[src/rtl/alu_pkg.sv]
// Shared types and helpers for the ALU-sharing controller.
// Op codes above OP_MAX are rejected with an error response.
package alu_pkg;

    localparam int OP_MAX = 5;

    typedef enum logic [2:0] {
        OP_SUM = 3'd0,
        OP_SUB = 3'd1,
        OP_AND = 3'd2,
        OP_OR  = 3'd3,
        OP_SHL = 3'd4,
        OP_SHR = 3'd5
    } alu_op_t;

    typedef enum logic [1:0] {
        IDLE = 2'd0,
        EXEC = 2'd1,
        RESP = 2'd2
    } ctrl_state_t;

    function automatic logic op_legal(input logic [2:0] op);
        return (int'(op) <= OP_MAX);
    endfunction

endpackage

[src/rtl/alu_rr_arb2.sv]
// Two-way round-robin grant: on a tie the requester that did not win last time is chosen.
module alu_rr_arb2 (
    input  logic valid0,
    input  logic valid1,
    input  logic last_grant,
    output logic grant0,
    output logic grant1
);

    // Combinational grant decode
    always_comb begin
        grant0 = 1'b0;
        grant1 = 1'b0;
        case ({valid1, valid0})
            2'b01: grant0 = 1'b1;
            2'b10: grant1 = 1'b1;
            2'b11: begin
                if (last_grant) begin
                    grant0 = 1'b1;
                end else begin
                    grant1 = 1'b1;
                end
            end
            default: begin
                grant0 = 1'b0;
                grant1 = 1'b0;
            end
        endcase
    end

endmodule

[src/rtl/alu_share_ctrl.sv]
// Shares one combinational 8-bit ALU between two valid/ready requesters,
// one operation in flight: IDLE accepts, EXEC samples the ALU, RESP hands back.
module alu_share_ctrl
    import alu_pkg::*;
#(
    parameter int CNT_W = 16
) (
    input  logic             clk,
    input  logic             rst,
    input  logic             req0_valid,
    output logic             req0_ready,
    input  logic [2:0]       req0_op,
    input  logic [7:0]       req0_a,
    input  logic [7:0]       req0_b,
    input  logic             req1_valid,
    output logic             req1_ready,
    input  logic [2:0]       req1_op,
    input  logic [7:0]       req1_a,
    input  logic [7:0]       req1_b,
    output logic             rsp0_valid,
    input  logic             rsp0_ready,
    output logic [7:0]       rsp0_data,
    output logic             rsp0_err,
    output logic             rsp1_valid,
    input  logic             rsp1_ready,
    output logic [7:0]       rsp1_data,
    output logic             rsp1_err,
    output logic [2:0]       alu_op,
    output logic [7:0]       alu_a,
    output logic [7:0]       alu_b,
    input  logic [7:0]       alu_r,
    output logic             busy,
    output logic [CNT_W-1:0] ops_done
);

    ctrl_state_t      state_r;
    ctrl_state_t      next_state_s;
    logic             grant0_s;
    logic             grant1_s;
    logic             req_hs_s;
    logic             rsp_hs_s;
    logic             last_grant_r;
    logic             owner_r;
    logic [2:0]       op_r;
    logic [7:0]       a_r;
    logic [7:0]       b_r;
    logic [7:0]       result_r;
    logic             err_r;
    logic [CNT_W-1:0] ops_done_r;

    alu_rr_arb2 u_arb (
        .valid0     (req0_valid),
        .valid1     (req1_valid),
        .last_grant (last_grant_r),
        .grant0     (grant0_s),
        .grant1     (grant1_s)
    );

    // A grant in IDLE is itself the handshake, since ready follows the grant there.
    assign req_hs_s = (state_r == IDLE) && (grant0_s || grant1_s);
    assign rsp_hs_s = (state_r == RESP) && (owner_r ? rsp1_ready : rsp0_ready);

    // State register
    always_ff @(posedge clk or posedge rst) begin
        if (rst) begin
            state_r <= IDLE;
        end else begin
            state_r <= next_state_s;
        end
    end

    // Next-state logic
    always_comb begin
        next_state_s = state_r;
        case (state_r)
            IDLE: begin
                if (req_hs_s) begin
                    next_state_s = EXEC;
                end else begin
                    next_state_s = IDLE;
                end
            end
            EXEC: next_state_s = RESP;
            RESP: begin
                if (rsp_hs_s) begin
                    next_state_s = IDLE;
                end else begin
                    next_state_s = RESP;
                end
            end
            default: next_state_s = IDLE;
        endcase
    end

    // Handshake outputs decoded from state and owner
    always_comb begin
        req0_ready = 1'b0;
        req1_ready = 1'b0;
        rsp0_valid = 1'b0;
        rsp1_valid = 1'b0;
        busy       = 1'b0;
        case (state_r)
            IDLE: begin
                req0_ready = grant0_s;
                req1_ready = grant1_s;
            end
            EXEC: busy = 1'b1;
            RESP: begin
                busy       = 1'b1;
                rsp0_valid = ~owner_r;
                rsp1_valid = owner_r;
            end
            default: busy = 1'b1;
        endcase
    end

    // Command latch, result capture and arbitration history
    always_ff @(posedge clk or posedge rst) begin
        if (rst) begin
            owner_r      <= 1'b0;
            op_r         <= 3'd0;
            a_r          <= 8'd0;
            b_r          <= 8'd0;
            result_r     <= 8'd0;
            err_r        <= 1'b0;
            last_grant_r <= 1'b1;
        end else begin
            if (req_hs_s) begin
                owner_r <= grant1_s;
                op_r    <= grant1_s ? req1_op : req0_op;
                a_r     <= grant1_s ? req1_a  : req0_a;
                b_r     <= grant1_s ? req1_b  : req0_b;
            end
            // Illegal op codes never look at alu_r, whatever the ALU drives.
            if (state_r == EXEC) begin
                if (op_legal(op_r)) begin
                    result_r <= alu_r;
                    err_r    <= 1'b0;
                end else begin
                    result_r <= 8'd0;
                    err_r    <= 1'b1;
                end
            end
            if (rsp_hs_s) begin
                last_grant_r <= owner_r;
            end
        end
    end

    // Saturating count of completed responses
    always_ff @(posedge clk or posedge rst) begin
        if (rst) begin
            ops_done_r <= {CNT_W{1'b0}};
        end else if (rsp_hs_s && (ops_done_r != {CNT_W{1'b1}})) begin
            ops_done_r <= ops_done_r + {{(CNT_W-1){1'b0}}, 1'b1};
        end
    end

    assign alu_op    = op_r;
    assign alu_a     = a_r;
    assign alu_b     = b_r;
    assign rsp0_data = result_r;
    assign rsp1_data = result_r;
    assign rsp0_err  = err_r;
    assign rsp1_err  = err_r;
    assign ops_done  = ops_done_r;

endmodule

[config.mk]
export PLATFORM = sky130hd
export DESIGN_NAME = alu_share_ctrl
export DESIGN_NICKNAME = d
export VERILOG_FILES = /design/src/rtl/alu_pkg.sv /design/src/rtl/alu_rr_arb2.sv /design/src/rtl/alu_share_ctrl.sv
export SDC_FILE = /design/constraint.sdc
export NUM_CORES = 1
export LEC_CHECK = 0
export CAP_MARGIN = 10
export CORE_MARGIN = 2
export CORE_UTILIZATION = 38
export CTS_BUF_LIST = sky130_fd_sc_hd__clkbuf_4 sky130_fd_sc_hd__clkbuf_8
export DETAILED_ROUTE_END_ITERATION = 16
export PLACE_DENSITY = 0.82
export SYNTH_ARGS = -nofsm -noshare
export SYNTH_HDL_FRONTEND = slang
export SYNTH_SLANG_ARGS = --single-unit
[constraint.sdc]
create_clock -name clk -period 1.5 [get_ports clk]
set_input_delay 0.15 -clock clk [delete_from_list [all_inputs] [get_ports clk]]
set_output_delay 0.15 -clock clk [all_outputs]
set_load 0.1 [all_outputs]
==> summary.md <==
| Metric | Value |
|---|---|
| Inst Count DP | 415 |
| Arr. time, crit path | 1.97 ns |
| Fin. max-slew vios | 0 |
| Largest net degree at the start of global routing | 39 |
| Via Count | 2,253 |
| Fin cells | 435 |
| Worst r2r path cells | 6 |
| Vias in the first global route | 2,417 |
| Startpoint types | flop |
| Critical Path End | ops_done[13] |
| Number of antenna violations at the first check in global routing | 0 |
| Final Cell Area | 4785 µm² |
| Status | finished, violations left |
| Clk buf depth | 2 |
| Htree depth | 2 |
| Area leader, netlist | dfrtp_1 |
| Final Critical Period | 1.754 ns |
| Worst-case clock skew | 0.01353 ns |
| Pre-antenna DRT Iters | 4 |
| Final period utilization | 1.169 |
| Flop-to-flop setup slack | -0.25 ns |
| Syn_area_per_cell | 10.93 µm² |
| # nets final | 412 |
| # hold bufs at CTS | 0 |
| TritonCTS clock tree | done |
| Slew @ Worst Pin | 0.3486 ns |
| Root buf cell | clkbuf_8 |
| Fin Setup TNS | -1.939 ns |
| Core area | 5816 µm² |
| Placer Congestion | 0.8268 |
| Worst-Skew Late Latency | 0.31 ns |
| DRC viols | 0 |
| Cell variety after synth | 34 |
| Largest cells by area after synthesis | dfrtp_1, mux2i_1, xor2_1 |
| Final hold vios | 0 |
| TritonCTS Sinks | 48 |
| Max cap viols | 0 |
| Syn_nets | 259 |
| Rows | 28 |
| Worst slew margin | 0.7673 |
| Diodes inserted | 0 |
| Die Height | 80.97 µm |
| Port Buffers | 109 |
| First-pass GRT wire length | 12,160 µm |
| Worst R2R Start | ops_done[0] |
| Final setup fails | 17 |
| Post-synthesis sequential area ratio | 0.5342 |
| Failing checks | negative setup slack |
| RSZ-0062 raised after global routing | true |
| DP HPWL | 5484 µm |
| Syn Inst Count | 206 |
| Maximum clock rate | 570.2 MHz |
| Post-layout util | 0.8227 |
| Top cell type's share of synthesized area | 0.5225 |
| Yosys reg bits | 48 |
| Die area | 6555 µm² |
| CTS Buf Count | 5 |
| Crit path launch | ops_done[0] |
| Final WS setup | -0.2537 ns |
| Total Wirelength | 8252 µm |
| Mapped Area | 2251 µm² |
| Worst hold path class | in -> async |
| Crit path required time | 1.71 ns |
| I/O pin count | 110 |
| Clock-pin slew on the worst setup and hold paths | 0.10 ns |
| Die width | 80.97 µm |
| Crit end category | flop |
| Filler Cells Inserted | 321 |
| Area Growth Syn to Fin | 112.6% |
| Reg-to-reg endpoint | ops_done[13] |
| Gr usage total | 0.2469 |
| Ys Warns | 0 |
| Antenna-violating nets left | 0 |
| Drt wl/cell | 18.97 µm |
| Crit Path Max Fanout | 4 |
| DR iter-0 viols | 170 |
| Share of cells above drive strength 1 | 0.4861 |
| Placed cell area | 4375 µm² |
| Starting Density | 0.3870 |
| Via density per instance | 5.179 |
| Crit Path Category | reg -> reg |
| GRT overflow | 0 |
-- worst min-delay path by stage --
stage | from | end | depth (start not counted)
after floorplan | alu_r[0] | rsp0_data[0] | 1
after global placement | rst | state_r[0] | 2
after detailed placement | rst | state_r[1] | 2
after CTS | rst | state_r[1] | 2
after global routing | rst | state_r[1] | 2
final | rst | ops_done[8] | 2
-- synthesized netlist by cell type --
cell type / instances
a21boi_1: 1
nand4_4: 1
and2_1: 1
o21ai_0: 1
nor4b_4: 1
o21a_1: 1
nand3_1: 3
nor2_1: 24
xor2_1: 14
nor4_1: 1
buf_4: 9
ha_1: 1
nor2b_1: 1
mux2_2: 1
nor4b_1: 4
mux2_4: 1
nand2b_1: 2
and4_1: 2
mux2i_1: 19
nand2_1: 9
clkbuf_1: 5
nor2_2: 1
a21oi_1: 22
inv_1: 5
nor3b_1: 1
or3_1: 1
nand4_1: 3
and3_1: 3
dfstp_2: 1
a22o_1: 9
dfrtp_1: 47
o21bai_1: 1
buf_2: 2
nor3_1: 8
-- per-layer routing --
metal / GRT usage / up-vias / part of all wire
met1: 0.2627 / 1081 / 0.35
met4: 0.1424 / 0 / 0.052
li1: - / 1019 / -
met5: 0 / - / 0
met3: 0.07444 / 30 / 0.069
met2: 0.4322 / 123 / 0.53
-- sequential cells by signal (all words and copies together), names as in the netlist --
name,count
ops_done,16
alu_a,8
alu_b,8
rsp0_data,8
alu_op,3
state_r,2
last_grant_r,1
owner_r,1
rsp0_err,1
-- kinds of logic (layout without fill, tap and decap cells) --
logic type | count (synthesis) | in the layout | share of synthesized area
mux | 21 | 21 | 0.09616
xor+xnor | 14 | 14 | 0.05448
fa+ha+maj | 1 | 1 | 0.005558
flops | 48 | 48 | 0.5342
buf+inv | 21 | 175 | 0.05114
compound gates | 35 | 35 | 0.09617
simple gates | 66 | 66 | 0.1623
-- worst max-delay path: stages, from the launching register on --
cell and delay [ns]:
dfrtp_4 0.50, ha_4 0.17, and3_4 0.18, nor4b_4 0.14, buf_4 0.16, nor4b_4 0.27, xor2_1 0.24
-- timing repair --
| item | in CTS | in global routing |
|---|---|---|
| setup buffers | 5 | 7 |
| endpoints found under the setup margin | 21 | 22 |
| cloned | 0 | 1 |
| resized for setup | 25 | 12 |
| pin swaps | 9 | 8 |
-- through the flow --
step	hold slack, ns	setup WS, ns
after global routing	0.1475	-0.2935
after CTS	0.1258	-0.1629
after floorplan	0.2827	-0.3572
after detailed placement	0.4591	-0.2883
after global placement	0.4586	-0.1249
final	0.1229	-0.2537
-- placed cells by master, fill, tap and decap left out, types with 3 or more instances in the layout --
cell	n
dfrtp_1	28
buf_4	45
inv_1	4
buf_12	62
nand4_1	3
clkbuf_8	7
a22o_1	9
mux2i_1	19
a21oi_1	21
dfrtp_2	5
nor2_1	20
xor2_1	14
nor4b_4	4
nor3_2	5
nor2_4	4
nand2_1	7
dfrtp_4	14
clkdlybuf4s50_1	51
buf_6	3
-- layout make-up --
type                            instances  area, µm²  area share
Clock buffer                            7      96.34     0.02014
Clock inverter                          1      30.03    0.006276
Inverter                                5      18.77    0.003923
Multi-Input combinational cell        137       1136      0.2374
Sequential cell                        48       1261      0.2636
Tap cell                               75      93.84     0.01961
Timing Repair Buffer                  162       2148      0.4490
Power is left out: the tool's default activity adds up to more than one toggle a clock period on the data nets, which glitch-free logic cannot reach.
